### src/rtl/instruction_loader_if.sv
// Byte-stream in / instruction-memory write out bundle for the program loader.
// master: the side that requests loads and supplies bytes.
// slave: the loader itself.
interface instruction_loader_if #(
  parameter int unsigned mem_size   = 8,
  parameter int unsigned instr_size = 32
);
  logic                  start;
  logic [mem_size-1:0]   num_words;
  logic [7:0]            byte_data;
  logic                  byte_valid;
  logic                  byte_ready;
  logic                  mem_we;
  logic [mem_size-1:0]   mem_addr;
  logic [instr_size-1:0] mem_wdata;
  logic                  cpu_hold;
  logic                  done;
  logic                  error;

  modport master (
    output start, num_words, byte_data, byte_valid,
    input  byte_ready, mem_we, mem_addr, mem_wdata, cpu_hold, done, error
  );

  modport slave (
    input  start, num_words, byte_data, byte_valid,
    output byte_ready, mem_we, mem_addr, mem_wdata, cpu_hold, done, error
  );
endinterface

### src/rtl/instruction_loader.sv
// Program loader: collects a little-endian byte stream into instruction words
// and writes them to consecutive instruction-memory addresses, holding the CPU
// fetch stage in reset until the whole program has landed.
module instruction_loader #(
  parameter int unsigned mem_size   = 8,
  parameter int unsigned instr_size = 32,
  parameter int unsigned pc_incr    = 4
) (
  input  logic                 clk,
  input  logic                 rst,
  instruction_loader_if.slave  bus
);

  localparam int unsigned Bpw  = instr_size / 8;
  localparam int unsigned IdxW = (Bpw > 1) ? $clog2(Bpw) : 1;
  // Largest program that fits the address space without overwriting itself.
  localparam longint unsigned MaxWords = (64'd1 << mem_size) / 64'(pc_incr);
  localparam logic [mem_size-1:0] AddrStep = mem_size'(pc_incr);
  localparam logic [IdxW-1:0]     LastIdx  = IdxW'(Bpw - 1);

  typedef enum logic [1:0] {
    StIdle,
    StRecv,
    StWrite,
    StDone
  } state_e;

  state_e                state_q, state_d;
  logic [mem_size-1:0]   num_words_q, num_words_d;
  logic [mem_size-1:0]   cnt_q, cnt_d;
  logic [IdxW-1:0]       idx_q, idx_d;
  logic [instr_size-1:0] word_q, word_d;
  logic [mem_size-1:0]   addr_q, addr_d;
  logic                  err_q, err_d;
  logic                  ready_q, ready_d;
  logic                  we_q, we_d;
  logic                  hold_q, hold_d;
  logic                  done_q, done_d;
  logic                  byte_fire;

  // Next-state logic; outputs are decoded from the next state so that the
  // registered versions line up exactly with the state they describe.
  always_comb begin
    state_d     = state_q;
    num_words_d = num_words_q;
    cnt_d       = cnt_q;
    idx_d       = idx_q;
    word_d      = word_q;
    addr_d      = addr_q;
    err_d       = err_q;
    byte_fire   = bus.byte_valid && ready_q;

    unique case (state_q)
      StIdle, StDone: begin
        if (bus.start) begin
          num_words_d = bus.num_words;
          addr_d      = '0;
          cnt_d       = '0;
          idx_d       = '0;
          err_d       = 1'b0;
          if (bus.num_words == '0) begin
            state_d = StDone;
          end else if (64'(bus.num_words) > MaxWords) begin
            err_d   = 1'b1;
            state_d = StDone;
          end else begin
            state_d = StRecv;
          end
        end
      end
      StRecv: begin
        if (byte_fire) begin
          for (int unsigned k = 0; k < Bpw; k++) begin
            if (idx_q == IdxW'(k)) begin
              word_d[8*k +: 8] = bus.byte_data;
            end
          end
          if (idx_q == LastIdx) begin
            idx_d   = '0;
            state_d = StWrite;
          end else begin
            idx_d = idx_q + IdxW'(1);
          end
        end
      end
      StWrite: begin
        // The write happens this cycle; step the pointer for the next word.
        addr_d  = addr_q + AddrStep;
        cnt_d   = cnt_q + mem_size'(1);
        state_d = (cnt_d == num_words_q) ? StDone : StRecv;
      end
      default: begin
        state_d = StIdle;
      end
    endcase

    ready_d = (state_d == StRecv);
    we_d    = (state_d == StWrite);
    done_d  = (state_d == StDone);
    hold_d  = (state_d != StDone);
  end

  // State and registered outputs, with synchronous active-low reset.
  always_ff @(posedge clk) begin
    if (!rst) begin
      state_q     <= StIdle;
      num_words_q <= '0;
      cnt_q       <= '0;
      idx_q       <= '0;
      word_q      <= '0;
      addr_q      <= '0;
      err_q       <= 1'b0;
      ready_q     <= 1'b0;
      we_q        <= 1'b0;
      hold_q      <= 1'b1;
      done_q      <= 1'b0;
    end else begin
      state_q     <= state_d;
      num_words_q <= num_words_d;
      cnt_q       <= cnt_d;
      idx_q       <= idx_d;
      word_q      <= word_d;
      addr_q      <= addr_d;
      err_q       <= err_d;
      ready_q     <= ready_d;
      we_q        <= we_d;
      hold_q      <= hold_d;
      done_q      <= done_d;
    end
  end

  assign bus.byte_ready = ready_q;
  assign bus.mem_we     = we_q;
  assign bus.mem_addr   = addr_q;
  assign bus.mem_wdata  = word_q;
  assign bus.cpu_hold   = hold_q;
  assign bus.done       = done_q;
  assign bus.error      = err_q;

endmodule

### src/flat_wrapper.sv
// flat-port wrapper written by rule: the top's interface ports become plain ports
module instruction_loader_flat 
#(
  parameter int unsigned mem_size   = 8,
  parameter int unsigned instr_size = 32,
  parameter int unsigned pc_incr    = 4
)
  (clk, rst, bus_start, bus_num_words, bus_byte_data, bus_byte_valid, bus_byte_ready, bus_mem_we, bus_mem_addr, bus_mem_wdata, bus_cpu_hold, bus_done, bus_error);
  instruction_loader_if #(.mem_size(mem_size), .instr_size(instr_size)) bus_i ();
  input  logic clk;
  input  logic rst;
  input wire logic [$bits(bus_i.start)-1:0] bus_start;
  input wire logic [$bits(bus_i.num_words)-1:0] bus_num_words;
  input wire logic [$bits(bus_i.byte_data)-1:0] bus_byte_data;
  input wire logic [$bits(bus_i.byte_valid)-1:0] bus_byte_valid;
  output wire logic [$bits(bus_i.byte_ready)-1:0] bus_byte_ready;
  output wire logic [$bits(bus_i.mem_we)-1:0] bus_mem_we;
  output wire logic [$bits(bus_i.mem_addr)-1:0] bus_mem_addr;
  output wire logic [$bits(bus_i.mem_wdata)-1:0] bus_mem_wdata;
  output wire logic [$bits(bus_i.cpu_hold)-1:0] bus_cpu_hold;
  output wire logic [$bits(bus_i.done)-1:0] bus_done;
  output wire logic [$bits(bus_i.error)-1:0] bus_error;
  assign bus_i.start = bus_start;
  assign bus_i.num_words = bus_num_words;
  assign bus_i.byte_data = bus_byte_data;
  assign bus_i.byte_valid = bus_byte_valid;
  assign bus_byte_ready = bus_i.byte_ready;
  assign bus_mem_we = bus_i.mem_we;
  assign bus_mem_addr = bus_i.mem_addr;
  assign bus_mem_wdata = bus_i.mem_wdata;
  assign bus_cpu_hold = bus_i.cpu_hold;
  assign bus_done = bus_i.done;
  assign bus_error = bus_i.error;
  instruction_loader #(.mem_size(mem_size), .instr_size(instr_size), .pc_incr(pc_incr)) u_core (.clk(clk), .rst(rst), .bus(bus_i));
endmodule
### config.mk
export PLATFORM = sky130hd
export DESIGN_NAME = instruction_loader_flat
export DESIGN_NICKNAME = d
export VERILOG_FILES = /design/src/rtl/instruction_loader_if.sv /design/src/rtl/instruction_loader.sv /design/src/flat_wrapper.sv
export SDC_FILE = /design/constraint.sdc
export NUM_CORES = 1
export LEC_CHECK = 0
export BUFFER_PORTS_ARGS = -buffer_cell sky130_fd_sc_hd__buf_2
export CAP_MARGIN = 15
export CORE_ASPECT_RATIO = 2
export CORE_MARGIN = 2
export CORE_UTILIZATION = 54
export DETAILED_ROUTE_END_ITERATION = 8
export PLACE_DENSITY = 0.76
export SYNTH_ARGS = -nofsm -noshare
export SYNTH_HDL_FRONTEND = slang
export SYNTH_SLANG_ARGS = --single-unit
### constraint.sdc
create_clock -name clk -period 2.51 [get_ports clk]
set_input_delay 0.251 -clock clk [delete_from_list [all_inputs] [get_ports clk]]
set_output_delay 0.251 -clock clk [all_outputs]
set_load 0.05 [all_outputs]
### Yosys cells after proc, flatten, opt, wreduce, memory -nomap -nowiden

Index checks and enable logic that the tools add are counted.

* register bits after elaboration: 65
* logic and storage cells: 61
* output and inout port bits: 45

* reductions and logical operators: 14
* $add $sub $neg: 3
* magnitude comparators: 1
* multiplexer cells: 16
* equality and inequality tests: 13

Operators by type and width (count)
* 8-bit one-hot mux with 2 select lines: 2
* 2-bit 2-to-1 mux: 9
* 3-bit AND reduction: 5
* 2-bit equality test (second input constant): 6
* 8-bit by 1-bit adder with 8-bit output (second input constant): 1
* 8-bit by 3-bit adder with 8-bit output (second input constant): 1
* 8-bit equality test: 1
* 8-bit by 7-bit greater-than comparator with 1-bit output (second input constant): 1
* 8-bit logical NOT: 1
* 8-bit 2-to-1 mux: 1
* 2-bit by 1-bit equality test with 1-bit output (second input constant): 3
* 2-bit one-hot mux with 3 select lines: 1
* 2-bit logical NOT: 2
* 2-bit inequality test (second input constant): 2
* 2-bit one-hot mux with 2 select lines: 1
* 2-bit AND reduction: 2
* 2-bit nonzero test: 2
* 2-bit by 1-bit adder with 2-bit output (second input constant): 1
* 1-bit 2-to-1 mux: 2
* 2-bit by 1-bit inequality test with 1-bit output (second input constant): 1
* 2-bit OR reduction: 1
* 1-bit logical AND: 1

### Longest topological paths before layout

* word-level depth: 6
* depth in mapped cells: 9
* depth with buffers taken out: 8

### Worst setup path before layout

No wires, ideal clock.

* path type: reg-to-reg
* start point: register u_core.cnt_q[1]
* end point: register u_core.we_q, in the netlist u_core.bus.mem_we
* cell stages (with the launch flop): 9
* setup slack: 0.701 ns
* setup time: 0.124 ns
* arrival time: 1.685 ns
* path through: dfxtp_1 -> ha_1 -> buf_2 -> nand3_2 -> or3_1 -> nand4b_1 -> nand4_2 -> a31oi_4 -> nor3b_2

* cells in the longest elaborated chain, start to end: 5

Ends and longest elaborated chain
* from (decl): line instruction_loader.sv:30 `logic [mem_size-1:0] cnt_q, cnt_d;`
* from (signal assigned): line instruction_loader.sv:120 `cnt_q <= cnt_d;`
* 8-bit by 1-bit adder with 8-bit output: line instruction_loader.sv:89 `cnt_d = cnt_q + mem_size'(1);`
* 8-bit equality test: line instruction_loader.sv:90 `state_d = (cnt_d == num_words_q) ? StDone : StRecv;`
* 2-bit 2-to-1 mux: line instruction_loader.sv:90
* 2-bit one-hot mux with 3 select lines: line instruction_loader.sv:53 `unique case (state_q)`
* 2-bit equality test: line instruction_loader.sv:98 `we_d = (state_d == StWrite);`
* to (signal assigned): line instruction_loader.sv:126 `we_q <= we_d;`
* to (decl): line instruction_loader.sv:36 `logic we_q, we_d;`

No other way between the ends.
A chain may end at the register's enable or synchronous reset.

### Final worst setup path

Same ends and word-level chain as after synthesis.

==> results.cfg <==
[status]
outcome = finished clean

[detailed_routing]
drcViolationCount = 0
drtIter0Drc = 104
wl_mm = 7.287
post_drt_via_cell_ratio = 5.525
firstDrtPassIters = 5
wl_per_cell_um = 15.06
vias = 2674
antenna_left = 0

[logic_synthesis]
synth.cell_area_mm2 = 0.002997
post-synth-top-area-fraction = 0.4209
ys_ff_latch = 63
synth_edf_count = 0
post-synth-top-count-cell = nand2_1
synth.distinct_cells = 48
syn_area_per_cell_um2 = 8.278
synth-main-ff-cell = dfxtp_1
yosysTopAreaCell = dfxtp_1
synth_area_leaders = dfxtp_1 (42%), nand2_1 (13%), a21boi_1 (8.8%)
synthCells = 362
synth_common_cells = nand2_1 (101), dfxtp_1 (63), a21boi_1 (35)
synth-async-reset-ratio = 0
ys_seq_area_frac = 0.4209
ys_warn_count = 0

[clock_tree]
cts-root-buf = clkbuf_8
cts_setup_buffers = 0
post_cts_resized = 0
cts.sinks = 63
clk_pin_slew_ps = 60
clock_latency_ps = 350
clockBufferDepth = 2
cts_buffers = 9
hold_buffers = 0
htreeDepth = 3
tritoncts = built

[timing]
setup_violations = 0
slew_headroom = 0.6589
period_share = 0.8323
fin_skew_ps = 5.314
min_period_ps = 2089
rsz0062_at_grt = false
setup_tns_ps = 0
slew_viol_final = 0
fmax_mhz = 478.7
hold_viol = 0
worst_pin_slew_ps = 510.6
setup_ws_ps = 421.0

[pwr]
p_clk_frac = 0.324
leakagePower_uw = 0.001397
internal-power_uw = 1868
swShare = 0.3403
power_frac_comb = 0.274
irDropWorstVdd_mv = 0.6415
power_frac_seq = 0.402
powerDensity_mw_per_mm2 = 802.1
p_sw_uw = 963.5

[job]
maxCapViolCount = 0

[global_route]
grt_pass1_wl_mm = 11.60
grtUsageTotal = 0.2504
grt_overflow = 0
grt_pass1_vias = 2610
antenna_found_initial = 0
grt_start_max_net_pins = 32

[setup_path]
worstSetupPathType = reg2reg
crit_path_max_fanout = 8
arrival_ps = 2320
cp-start-kind = flop
worstPathRequired_ps = 2740
endpoint_kind = flop

[finish]
multi_input_area_mm2 = 0.001602
antenna_cells = 0
regArea_mm2 = 0.001261
drive_above_1_share = 0.2146
fin_nets = 447
fin_util = 0.6570
fillers = 501
finalInstanceArea_mm2 = 0.003530
syn_to_final_growth_pct = 17.79

[placement]
dpl_cell_area_mm2 = 0.003319
dp_hpwl_mm = 5.468
dp_slack_ps = 443.9
place_congestion = 1.029
port_buffers = 62

[floorplan]
fp.dieW_um = 56.68
die_area_mm2 = 0.006197
core_mm2 = 0.005373
die_y_um = 109.4
initial_core_util = 0.5578
ios = 65
num_rows = 38

[min_path]
hp-class = in2reg
-- layout by cell type, fill, tap and decap left out, types with 5 or more instances in the layout --
cell type  count
and2_1         7
nor2_1        18
a21boi_0       7
nor2b_1       10
nand2_1      101
xnor2_1        8
ha_1           8
o21ai_0        6
inv_1          8
nand3_1        7
buf_4          5
a21boi_1      35
clkbuf_8      12
buf_2         62
dfxtp_1       63
a21oi_1        9
-- kinds of logic after synthesis --
group,after synthesis,share of synthesized area
AND/OR/NAND/NOR,167,0.2589
AO/OA/AOI/OAI,77,0.1942
flip-flops,63,0.4209
buffers and inverters,31,0.04593
XOR/XNOR,12,0.03507
adder cells (fa/ha/maj),8,0.03340
multiplexers,3,0.01044
other,1,0.001251
-- routing by layer --
layer | wire length [um] | up-vias | global-route usage
met2 | 4074 | 91 | 0.4875
met1 | 2481 | 1233 | 0.2121
met3 | 402 | 30 | 0.07176
met4 | 330 | 0 | 0.1582
li1 | - | 1320 | -
met5 | 0 | - | 0
-- area by class of cell --
cell class	instances	share of cell area
clock inverter	2	0.01063
sequential	63	0.3573
tap	60	0.02127
timing repair buffer	67	0.09855
multi-input combinational	269	0.4537
inverter	9	0.009571
clock buffer	14	0.04892
-- flip-flops by register name, summed over array words and instances (netlist names) --
signal	flops
u_core.bus.error	1
u_core.bus.cpu_hold	1
u_core.state_q	2
u_core.bus.done	1
u_core.bus.mem_wdata	32
u_core.idx_q	2
u_core.bus.mem_we	1
u_core.cnt_q	8
u_core.num_words_q	8
u_core.bus.mem_addr	6
u_core.bus.byte_ready	1
-- worst paths after layout --
check | start | end | slack, ps | depth (start not counted)
max | u_core.cnt_q[1] | u_core.bus.mem_we | 420 | 7
min reg2reg | u_core.bus.mem_wdata[3] | u_core.bus.mem_wdata[3] | 450 | 2
min | bus_num_words[7] | u_core.num_words_q[7] | 160 | 3
max reg2reg | u_core.cnt_q[1] | u_core.bus.mem_we | 420 | 7
-- worst max-delay path, stage by stage (launching register included) --
cell      delay, ps
dfxtp_1         470
ha_1            380
nand3_2         180
or3_1           380
nand4b_1        120
nand4_2         140
a31oi_4         230
nor3b_2          70
-- power by group through the flow --
| stage | combinational, uW | sequential, uW | clock, uW |
|---|---|---|---|
| 6_report | 775 | 1140 | 918 |
| 5_1_grt | 856 | 1150 | 976 |
| 4_1_cts | 777 | 1140 | 937 |
| 3_5_place_dp | 771 | 1160 | 0 |
| 3_3_place_gp | 762 | 1160 | 0 |
| 2_1_floorplan | 461 | 1260 | 0 |
-- through the flow --
step	instances	hold slack, ps	power [uW]
floorplan	363	385.8	1720
global placement	468	438.5	1919
detailed placement	468	441.5	1931
CTS	484	145.6	2851
global route	484	152.8	2979
finish	484	160.8	2831
Power figures use the tool's default switching activity.
